File: config.mk
export PLATFORM = sky130hd
export DESIGN_NAME = round_robin_selector
export DESIGN_NICKNAME = d
export VERILOG_FILES = /design/src/rtl/round_robin_selector.sv
export SDC_FILE = /design/constraint.sdc
export NUM_CORES = 1
export LEC_CHECK = 0
export CAP_MARGIN = 20
export CELL_PAD_IN_SITES_DETAIL_PLACEMENT = 1
export CELL_PAD_IN_SITES_GLOBAL_PLACEMENT = 1
export CORE_AREA = 2 2 43 45
export DETAILED_ROUTE_END_ITERATION = 10
export DIE_AREA = 0 0 45 47
export PLACE_DENSITY = 0.69
export SYNTH_ARGS = -nofsm -noshare
export SYNTH_HDL_FRONTEND = slang
export SYNTH_SLANG_ARGS = --single-unit
File: constraint.sdc
create_clock -name clk -period 1.95 [get_ports clk]
set_clock_uncertainty 0.15 [all_clocks]
set_input_delay 0.39 -clock clk [delete_from_list [all_inputs] [get_ports clk]]
set_output_delay 0.39 -clock clk [all_outputs]
set_load 0.005 [all_outputs]
File: src/rtl/round_robin_selector.sv
// Round-robin grant generator driving the select lines of a downstream 4:1 mux.
// Define SELECTOR_HOLD_EN to let one requester keep the grant for up to HOLD_MAX beats.
module round_robin_selector #(
    parameter int HOLD_MAX = 4
) (
    input  logic clk,
    input  logic rst_n,
    input  logic req0,
    input  logic req1,
    input  logic req2,
    input  logic req3,
    input  logic advance,
    output logic address0,
    output logic address1,
    output logic grant0,
    output logic grant1,
    output logic grant2,
    output logic grant3,
    output logic valid
);

    typedef enum logic {
        IDLE  = 1'b0,
        GRANT = 1'b1
    } state_t;

    state_t      state_q, state_d;
    logic [1:0]  idx_q, idx_d;
    logic [1:0]  ptr_q, ptr_d;
    logic [3:0]  grant_q;
    logic        valid_q;
    logic [3:0]  req_v;
    logic        any_req;
    logic [1:0]  base;
    logic [1:0]  pick;
    logic        hold_keep;

    if (HOLD_MAX < 1 || HOLD_MAX > 7) begin : g_bad_hold_max
        $error("round_robin_selector: HOLD_MAX must be in 1..7");
    end

    assign req_v   = {req3, req2, req1, req0};
    assign any_req = |req_v;

    // While granting, the search restarts after the current grant, which is
    // the value the pointer takes when this beat completes.
    assign base = (state_q == GRANT) ? idx_q : ptr_q;

    always_comb begin
        logic found;
        logic [1:0] cand;
        pick  = base;
        found = 1'b0;
        cand  = base;
        for (int i = 1; i <= 4; i++) begin
            cand = base + 2'(i);
            if (!found && req_v[cand]) begin
                pick  = cand;
                found = 1'b1;
            end
        end
    end

`ifdef SELECTOR_HOLD_EN
    logic [2:0] cnt_q;
    logic       new_grant;
    logic       keep_beat;

    assign hold_keep = req_v[idx_q] && (({1'b0, cnt_q} + 4'd1) < 4'(HOLD_MAX));
    assign keep_beat = (state_q == GRANT) && advance && hold_keep;
    assign new_grant = ((state_q == IDLE) && any_req) ||
                       ((state_q == GRANT) && advance && !hold_keep);

    always_ff @(posedge clk or negedge rst_n) begin
        if (!rst_n) begin
            cnt_q <= '0;
        end else if (keep_beat) begin
            cnt_q <= cnt_q + 3'd1;
        end else if (new_grant) begin
            cnt_q <= '0;
        end
    end
`else
    assign hold_keep = 1'b0;
`endif

    always_comb begin
        state_d = state_q;
        idx_d   = idx_q;
        ptr_d   = ptr_q;
        case (state_q)
            IDLE: begin
                if (any_req) begin
                    state_d = GRANT;
                    idx_d   = pick;
                end
            end
            GRANT: begin
                if (advance) begin
                    ptr_d = idx_q;
                    if (hold_keep) begin
                        idx_d = idx_q;
                    end else if (any_req) begin
                        idx_d = pick;
                    end else begin
                        state_d = IDLE;
                        idx_d   = 2'd0;
                    end
                end
            end
            default: begin
                state_d = IDLE;
                idx_d   = 2'd0;
            end
        endcase
    end

    // Outputs are registered from next-state so no input reaches a pin combinationally.
    always_ff @(posedge clk or negedge rst_n) begin
        if (!rst_n) begin
            state_q <= IDLE;
            idx_q   <= 2'd0;
            ptr_q   <= 2'd3;
            grant_q <= 4'b0000;
            valid_q <= 1'b0;
        end else begin
            state_q <= state_d;
            idx_q   <= idx_d;
            ptr_q   <= ptr_d;
            valid_q <= (state_d == GRANT);
            grant_q <= (state_d == GRANT) ? (4'b0001 << idx_d) : 4'b0000;
        end
    end

    assign address0 = idx_q[0];
    assign address1 = idx_q[1];
    assign grant0   = grant_q[0];
    assign grant1   = grant_q[1];
    assign grant2   = grant_q[2];
    assign grant3   = grant_q[3];
    assign valid    = valid_q;

endmodule

==> metrics.yaml <==
status:
  status: "finished clean"
global_routing:
  antenna_found_initial: 0
  overflow: 0
  gr-usage-all-layers_pct: 15.1
  grt_pass1_vias: 531
  grt_start_max_net_pins: 10
  grt_pass1_wl_um: 2280
timing:
  rsz0062_at_grt: "false"
  slew_headroom_pct: 72.8
  tightest_slew_ns: 0.407
  finalCritPeriodShare_pct: 96.0
  drv_slew: 0
  clock.fmax_mhz: 534
  finalSetupViolCount: 0
  fin_crit_ns: 1.87
  final_hold_viol_count: 0
worst_setup_path:
  r2r_end: "grant_q[1]"
  critPathCaptureType: "primary output"
  r2r_cells: 6
  r2r-start: "valid"
  worstPathArrival_ns: 1.33
  timing.reg2reg.setup_slack_ns: 0.18
  setup.worst_path.class: "flip-flop to primary output"
  worstPathMaxFanout: 6
  worstSetupStartpointType: "flip-flop"
  critical_path_required_ns: 1.41
layout:
  drive_above_1_share_pct: 27.4
  final_util_pct: 47.1
  fin_cells: 101
  nNetsFinal: 92
  syn_to_final_growth_pct: 48.1
  layout_commonest_cell: "clkdlybuf4s50_1"
  num_antenna_cells: 0
  final_cell_mix: "clkdlybuf4s50_1, buf_4, nand2_1"
clock_tree:
  path_clk_slew_ns: 0.07
  clk_latency_ns: 0.26
  cts_max_level: 1
  cts_sinks: 9
  cts_buffers: 3
  cts_tree: "built"
  cts.path.max_buffers: 2
  cts_setup_buffers: 0
  cts-root-buf: "clkbuf_4"
pwr:
  p_leak_uw: 0.000335
  seqPwrFrac_pct: 38.4
  powerDensity_nw_per_um2: 866
  finalPower_uw: 674
  vdd_drop_max_mv: 0.270
  switching_share_pct: 31.7
  p_sw_uw: 214
  internal-power_uw: 460
  pwr-share-comb_pct: 39.8
  p_clk_share_pct: 21.8
die:
  core_area_um2: 1650
  start_util_pct: 31.8
  row_count: 15
  die_w_um: 45
  dieArea_um2: 2120
  ioPinCount: 14
  dieHeight_um: 47
route:
  drcViolationCount: 0
  ant_nets: 0
  first_iter_violations: 7
  routed_wl_um: 1410
  drtPass1Iterations: 4
  routedWlPerCell_um: 14.0
  dr_total_vias: 540
  viasPerCell: 5.35
logic_synthesis:
  syn-cell-area_um2: 526
  synth_fp_nets: 64
  synth_area_leader_cell: "dfrtp_1"
  synth.area.top_cells: "dfrtp_1, dfstp_2, nand2_1"
  synthCells: 57
  synth_enable_flop_cells: 0
  yosysTopAreaCellShare_pct: 33.3
  ys_ff_latch: 9
  yosysSeqAreaShare_pct: 43.3
  ys.flop_type: "dfrtp_1"
  ys_warn_count: 0
  synthArstFlopShare_pct: 100
  syn_area_per_cell_um2: 9.22
  yosysUniqueCellTypes: 28
place:
  hpwl_um: 1150
  gp_congestion: 0.747
  io_buffers: 13
  dp.cells: 97
hold_path:
  holdCritPathClass: "primary input to asynchronous set/reset pin"
flow_run:
  cap_viol_max_count: 0
[what timing repair did]
action	CTS	global route
gates resized for setup	0	1
hold buffers	0	0
setup endpoints to repair	0	1
[how the worst max path moves through the flow]
stage	start	end	slack [ns]	cells past startpoint
finish	idx_q[1]	address1	0.08	2
global route	req1	grant_q[1]	0.02	7
CTS	idx_q[1]	address1	0.07	2
global placement	req1	grant_q[1]	-0.08	7
detailed placement	req1	grant_q[1]	-0.09	7
floorplan	valid	grant_q[0]	0.29	6
[logic make-up (layout without fill, tap and decap cells)]
kind of cell / count (synthesis) / after routing / synth area share, %
muxes: 3 / 3 / 8.57
buffers and inverters: 6 / 33 / 5.95
AOI/OAI and AO/OA: 15 / 15 / 19.8
and+or+nand+nor: 24 / 24 / 22.4
DFF: 9 / 9 / 43.3
[flip-flops by register name, summed over array words and instances (netlist names)]
name,count
valid,1
grant_q,4
ptr_q,2
idx_q,2
[worst max-delay path, cell delays in order (launching register included)]
cell,delay (ns)
dfrtp_1,0.40
buf_4,0.17
clkdlybuf4s50_1,0.50
[per-stage QoR]
stage	setup TNS, ns	hold WS (ns)	setup WS (ns)	cell area, um2
after floorplan	0	-0.0556	0.289	526
after global placement	-0.155	0.353	-0.0800	751
after detailed placement	-0.243	0.359	-0.0856	751
after CTS	0	0.282	0.0705	777
after global routing	0	0.298	0.0219	778
final	0	0.272	0.0774	778
[power by group through the flow]
stage	Combinational [uW]	Sequential, uW	Clock [uW]
floorplan	124	266	0
global placement	265	264	0
global route	295	264	160
CTS	272	259	154
finish	268	259	147
detailed placement	270	262	0
[synth_stat cells (2+ instances only)]
cell and number:
dfstp_2 2, o21ai_0 2, nor3_1 2, inv_1 3, nand2b_1 2, nor2_1 6
nand2_1 8, dfrtp_1 7, mux2_2 2, a21oi_1 4, o22ai_1 2
[routing by layer]
layer  up-vias  wire length, um  GRT usage [%]
met1       263              635           18.2
met2        11              718           26.3
met4         0               20           7.06
met3         2               39           2.31
li1        264                -              -
met5         -                0              0
[cell type report]
class / instances / area (um2)
Fill cell: 201 / 873
Tap cell: 17 / 21.3
Clock buffer: 4 / 26.3
Timing Repair Buffer: 25 / 220
Inverter: 4 / 15.0
Multi-Input combinational cell: 42 / 267
Sequential cell: 9 / 229
No activity file was read; power rests on OpenSTA's default activity.
